### config.mk
export PLATFORM = sky130hd
export DESIGN_NAME = softmax_seq
export DESIGN_NICKNAME = d
export VERILOG_FILES = /design/src/rtl/softmax_seq.sv
export SDC_FILE = /design/constraint.sdc
export NUM_CORES = 1
export LEC_CHECK = 0
export BUFFER_PORTS_ARGS = -buffer_cell sky130_fd_sc_hd__buf_2
export CAP_MARGIN = 20
export CORE_AREA = 2 2 207 209
export DETAILED_ROUTE_END_ITERATION = 6
export DIE_AREA = 0 0 209 211
export SYNTH_ARGS = -nofsm -noshare
export SYNTH_HDL_FRONTEND = slang
export SYNTH_SLANG_ARGS = --single-unit
### constraint.sdc
create_clock -name clk -period 2.7 [get_ports clk]
set_clock_uncertainty 0.1 [all_clocks]
set_input_delay 0.135 -clock clk [delete_from_list [all_inputs] [get_ports clk]]
set_output_delay 0.135 -clock clk [all_outputs]
set_load 0.03 [all_outputs]
### src/rtl/softmax_seq.sv
`default_nettype none
// ============================================================================
//  Module   : softmax_seq
//  Purpose  : Collects the serial FC2 activations and the sample label, tracks
//             the signed running maximum, starts the softmax unit, then turns
//             its probabilities into the cross-entropy gradient
//             softmax(z) - onehot(label), held under a valid/ready handshake.
//  Option   : SOFTMAX_ARGMAX_EN adds argmax tracking (pred_o / correct_o).
//  Revision : 1.0 - initial release
// ============================================================================
module softmax_seq #(
    parameter int N_NEURONS = 10,
    parameter int PREC      = 16,
    parameter int FRAC      = 8
) (
    input  logic                      clk,
    input  logic                      reset,
    input  logic                      act_valid_i,
    input  logic [PREC-1:0]           act_i,
    input  logic [3:0]                label_i,
    output logic                      act_ready_o,
    output logic                      sm_start_o,
    output logic [PREC-1:0]           sm_max_o,
    output logic [N_NEURONS*PREC-1:0] sm_act_o,
    input  logic                      sm_valid_i,
    input  logic [N_NEURONS*PREC-1:0] sm_grad_i,
    output logic                      grad_valid_o,
    input  logic                      grad_ready_i,
    output logic [N_NEURONS*PREC-1:0] grad_o,
    output logic                      busy_o,
    output logic [3:0]                pred_o,
    output logic                      correct_o
);

    localparam logic [PREC-1:0] c_ONE  = {{(PREC-1){1'b0}}, 1'b1} << FRAC;
    localparam logic [3:0]      c_LAST = 4'(N_NEURONS - 1);

    typedef enum logic [2:0] {
        ST_IDLE    = 3'd0,
        ST_COLLECT = 3'd1,
        ST_START   = 3'd2,
        ST_WAIT    = 3'd3,
        ST_OUT     = 3'd4
    } state_t;

    state_t          state_q, state_d;
    logic [3:0]      idx_q;
    logic [3:0]      label_q;
    logic [PREC-1:0] max_q;
    logic [PREC-1:0] act_q      [N_NEURONS];
    logic [PREC-1:0] grad_q     [N_NEURONS];
    logic [PREC-1:0] w_grad_cap [N_NEURONS];

    logic       w_accept;
    logic       w_last_accept;
    logic       w_gt;
    logic [3:0] w_wr_idx;

    assign w_accept      = act_valid_i && (state_q == ST_IDLE || state_q == ST_COLLECT);
    assign w_last_accept = w_accept && (state_q == ST_COLLECT) && (idx_q == c_LAST);
    assign w_gt          = $signed(act_i) > $signed(max_q);
    // The first word of a sample always lands at slot 0.
    assign w_wr_idx      = (state_q == ST_IDLE) ? 4'd0 : idx_q;

    // State register.
    always_ff @(posedge clk or negedge reset) begin
        if (!reset) begin
            state_q <= ST_IDLE;
        end else begin
            state_q <= state_d;
        end
    end

    // Next-state decode and handshake outputs.
    always_comb begin
        state_d      = state_q;
        act_ready_o  = 1'b0;
        sm_start_o   = 1'b0;
        grad_valid_o = 1'b0;
        busy_o       = 1'b1;
        case (state_q)
            ST_IDLE: begin
                act_ready_o = 1'b1;
                busy_o      = 1'b0;
                if (w_accept) begin
                    state_d = (N_NEURONS <= 1) ? ST_START : ST_COLLECT;
                end
            end
            ST_COLLECT: begin
                act_ready_o = 1'b1;
                if (w_last_accept) begin
                    state_d = ST_START;
                end
            end
            ST_START: begin
                sm_start_o = 1'b1;
                state_d    = ST_WAIT;
            end
            ST_WAIT: begin
                if (sm_valid_i) begin
                    state_d = ST_OUT;
                end
            end
            ST_OUT: begin
                grad_valid_o = 1'b1;
                if (grad_ready_i) begin
                    state_d = ST_IDLE;
                end
            end
            default: begin
                state_d = ST_IDLE;
            end
        endcase
    end

    // Activation vector, running max, label and gradient capture.
    always_ff @(posedge clk or negedge reset) begin
        if (!reset) begin
            idx_q   <= 4'd0;
            label_q <= 4'd0;
            max_q   <= '0;
            for (int i = 0; i < N_NEURONS; i++) begin
                act_q[i]  <= '0;
                grad_q[i] <= '0;
            end
        end else begin
            if (w_accept) begin
                for (int i = 0; i < N_NEURONS; i++) begin
                    if (w_wr_idx == 4'(i)) begin
                        act_q[i] <= act_i;
                    end
                end
                if (state_q == ST_IDLE) begin
                    max_q   <= act_i;
                    label_q <= label_i;
                    idx_q   <= 4'd1;
                end else begin
                    // Strict compare: ties keep the earlier value.
                    if (w_gt) begin
                        max_q <= act_i;
                    end
                    idx_q <= (idx_q == c_LAST) ? 4'd0 : idx_q + 4'd1;
                end
            end
            if (state_q == ST_WAIT && sm_valid_i) begin
                for (int i = 0; i < N_NEURONS; i++) begin
                    grad_q[i] <= w_grad_cap[i];
                end
            end
        end
    end

    // Per-lane gradient: subtract ONE only in the label lane; labels outside
    // the vector match no lane and pass the probabilities through unchanged.
    generate
        for (genvar i = 0; i < N_NEURONS; i++) begin : g_lane
            localparam logic [3:0] c_IDX = 4'(i);
            logic [PREC-1:0] w_lane;
            assign w_lane                    = sm_grad_i[i*PREC +: PREC];
            assign w_grad_cap[i]             = (label_q == c_IDX) ? (w_lane - c_ONE) : w_lane;
            assign sm_act_o[i*PREC +: PREC]  = act_q[i];
            assign grad_o[i*PREC +: PREC]    = grad_q[i];
        end
    endgenerate

    assign sm_max_o = max_q;

`ifdef SOFTMAX_ARGMAX_EN
    logic [3:0] arg_q;
    logic [3:0] pred_q;
    logic       correct_q;
    logic [3:0] w_arg_nxt;

    assign w_arg_nxt = (state_q == ST_IDLE) ? 4'd0 : (w_gt ? idx_q : arg_q);

    // Argmax follows the max; the prediction is published with the start.
    always_ff @(posedge clk or negedge reset) begin
        if (!reset) begin
            arg_q     <= 4'd0;
            pred_q    <= 4'd0;
            correct_q <= 1'b0;
        end else begin
            if (w_accept) begin
                arg_q <= w_arg_nxt;
            end
            if (w_last_accept) begin
                pred_q    <= w_arg_nxt;
                correct_q <= (w_arg_nxt == label_q);
            end
        end
    end

    assign pred_o    = pred_q;
    assign correct_o = correct_q;
`else
    assign pred_o    = 4'd0;
    assign correct_o = 1'b0;
`endif

endmodule
`default_nettype wire

==> results.tsv <==
stage	metric	value	unit
status	failing checks	hold timing	
clock_tree	CTS tree	built	
grt	number of global-route vias before repair	12600	
setup_path	Worst Path Arrival	2.93	ns
route	drt pass-1 iters	5	
grt	GRT Total Usage	21.6	%
setup_path	R2R cell count	6	
setup_path	critical-path cell list	or4b_4, or3_1, nor2_1, xnor2_1, dlygate4sd3_1, o21ai_0	
power	static leakage	10.8	nW
setup_path	WP buf/inv	1	
worst_hold_path	Cells on Worst Hold Path	2	
die	Initial Utilization	35.4	%
sta	Final Max Tran Viols	0	
die	row cnt	75	
setup_path	top fanout value on the critical path	12	
placement	post-detail-place hpwl	34.1	mm
clock_tree	Max clock buf depth	3	
setup_path	Worst path depth	6	
synthesis	cell taking the most area after synthesis	dfrtp_1	
cells_and_area	filler instances	3661	
setup_path	crit path kind	reg2reg	
flow_run	total of max-cap violations	0	
sta	final hold vios	3	
clock_tree	TritonCTS Sinks	347	
route	met3 wire length	3.70	mm
die	die height	211	um
sta	Max Freq	0.384	GHz
synthesis	synth top area cells	dfrtp_1, mux2_2, o21ai_0, nand2_1, ha_1	
setup_path	CP required	3.03	ns
clock_tree	postcts setup bufs	0	
synthesis	most common cell in the netlist	dfrtp_1	
setup_path	Worst path max stage delay	0.61	ns
setup_path	Crit-path slowest cell	or4b_4	
sta	minimum clock period	2.60	ns
setup_path	Worst path top cell family by delay	simple AND/OR/NAND/NOR gates	
route	via count	12000	
sta	Fin Hold WS	-0.00153	ns
grt	pin count of the biggest net entering global routing	79	
route	M1 wire length	18.8	mm
die	die width	209	um
cells_and_area	nets@finish	2132	
cells_and_area	area grow syn2layout	46.4	%
grt	grt total ovfl	0	
route	uppermost routed layer	met4	
status	result of the run	finished, violations left	
synthesis	commonest cells in the netlist	dfrtp_1, mux2_2, nand2_1, o21ai_0, clkbuf_1	
sta	Tcrit/Tclk final	96.4	%
sta	actual slew at the worst max-slew pin	0.938	ns
placement	Placed Cells incl. Taps	2212	
cells_and_area	design area	21600	um2
worst_hold_path	HP Class	in2reg	
synthesis	post-synthesis average cell area	12.5	um2
placement	IO Port Bufs	524	
synthesis	Post-synth EDFFs	0	
grt	first-pass GRT wire length	73.4	mm
synthesis	post-synth top area share	58.7	%
clock_tree	CTS H-tree lvls	2	
clock_tree	clk_lat worst skew	0.57	ns
route	Post-route DRC	0	
die	die area	44100	um2
placement	Final GP Congestion	0.843	
placement	Cell Area, Placed	18200	um2
die	core area	41800	um2
sta	RSZ-0062 raised after global routing	true	
grt	initial antenna violation count	3	
route	WL per Instance	19.3	um
power	total power	26.8	mW
synthesis	ys async rst share	100	%
cells_and_area	share of layout cells above drive strength 1	46.3	%
synthesis	Cells after Synth	1179	
power	maximum VDD drop	1.04	mV
power	power per cell area	1240	nW/um2
synthesis	#FFs+latches synth	347	
route	Iter 0 DRT Violations	577	
die	IO Count	530	
route	met2 wire length	23.3	mm
synthesis	Syn. warnings	0	
route	Total Wirelength	48.1	mm
clock_tree	Reg clk slew, reported paths	0.06	ns
setup_path	CP Capture Type	register	
synthesis	Primary FF master, synth	dfrtp_1	
clock_tree	CTS buffer count	40	
cells_and_area	Finished Layout Cells	2493	
sta	Worst slew margin	37.4	%
route	Via density	4.80	
setup_path	crit start category	register	
clock_tree	Root Driver	clkbuf_16	
route	DRT antenna net count	0	
synthesis	Seq/Total Area, Yosys	58.7	%
synthesis	Cell Area, Synth	14800	um2
sta	Setup violations, final	0	
synthesis	Yosys cell types	48	
worst register-to-register path, stage by stage (launching register included):
cell	delay, ns
dfrtp_1	0.49
or4b_4	0.61
or3_1	0.37
nor2_1	0.14
xnor2_1	0.13
dlygate4sd3_1	0.56
o21ai_0	0.07
worst paths after layout:
| check | slack [ns] | from | end |
|---|---|---|---|
| worst max-delay path | 0.1 | label_q[0] | grad_o[76] |
| worst min-delay path | -0.002 | act_i[5] | sm_act_o[117] |
| worst max register to register | 0.1 | label_q[0] | grad_o[76] |
| worst min register to register | 0.38 | sm_act_o[80] | sm_act_o[80] |
| max in group asynchronous | 1.50 | reset | grad_o[122] |
| min in group asynchronous | 0.05 | reset | grad_o[101] |
layout make-up:
class	count	area [um2]	area share [%]
tap	539	674	3.12
timing repair buffer	764	5040	23.3
clock buffer	60	1190	5.48
inverter	50	188	0.867
multi-input combinational	716	5690	26.3
clock inverter	14	164	0.758
sequential	347	8690	40.1
antenna	3	7.51	0.0347
report_power, final:
| group | internal [mW] | total [mW] | switching [mW] |
|---|---|---|---|
| sequential | 7.57 | 8.93 | 1.36 |
| clock | 3.26 | 5.52 | 2.26 |
| combinational | 4.25 | 12.3 | 8.09 |
| total | 15.1 | 26.8 | 11.7 |
flip-flops by register name (all words and copies together) (netlist names):
register / flops
label_q: 4
state_q: 3
idx_q: 4
sm_max_o: 16
sm_act_o: 160
grad_o: 160
stage by stage:
step           TNS (ns)  hold WS [ns]  util, %  setup slack, ns
2_1_floorplan         0        -0.261        -           0.0195
3_3_place_gp          0        0.0681     43.6            0.318
3_5_place_dp          0        0.0684     43.6            0.279
4_1_cts               0      0.000838     51.7           0.0239
5_1_grt         -0.0706        0.0165     51.8          -0.0420
6_report              0      -0.00153     51.8           0.0977
kinds of logic after synthesis:
logic type                 synth area share, %
xor gates and xnor gates                  3.79
other                                   0.0254
buffers and inverters                     3.33
AOI/OAI and AO/OA                         4.95
adders and majority gates                 2.37
and+or+nand+nor                           7.67
muxes                                     19.1
DFF                                       58.7
layout by cell type, fill, tap and decap left out, drive strengths merged, types with 2 or more instances in the layout:
cell type    count
mux2           251
or4              7
buf            560
xor2            26
or3             13
clkinv           7
nand4bb          4
o21ai           98
xnor2           38
and3             2
a21o             7
nor2            41
or2              3
ha              28
dfrtp          347
nand4b           2
bufinv           2
diode            3
clkinvlp         4
nor4            16
or4b             4
nand2          108
a21oi           25
inv             51
nor3            15
dlygate4sd3    204
nand3            5
a22o             2
conb             5
nand4            4
a31oi            2
nor3b            2
clkbuf          60
metal layers:
layer,track usage (%),vias up
met1,25.0,5909
met3,6.51,118
met5,0,-
li1,-,5523
met4,11.3,0
met2,36.1,426
what timing repair did:
item	4_1_cts	5_1_grt
hold buffers	204	0
endpoints found under the setup margin	0	8
hold endpoints to repair	471	0
resized for setup	0	11
Note: power is estimated with default switching activity, not from simulation.
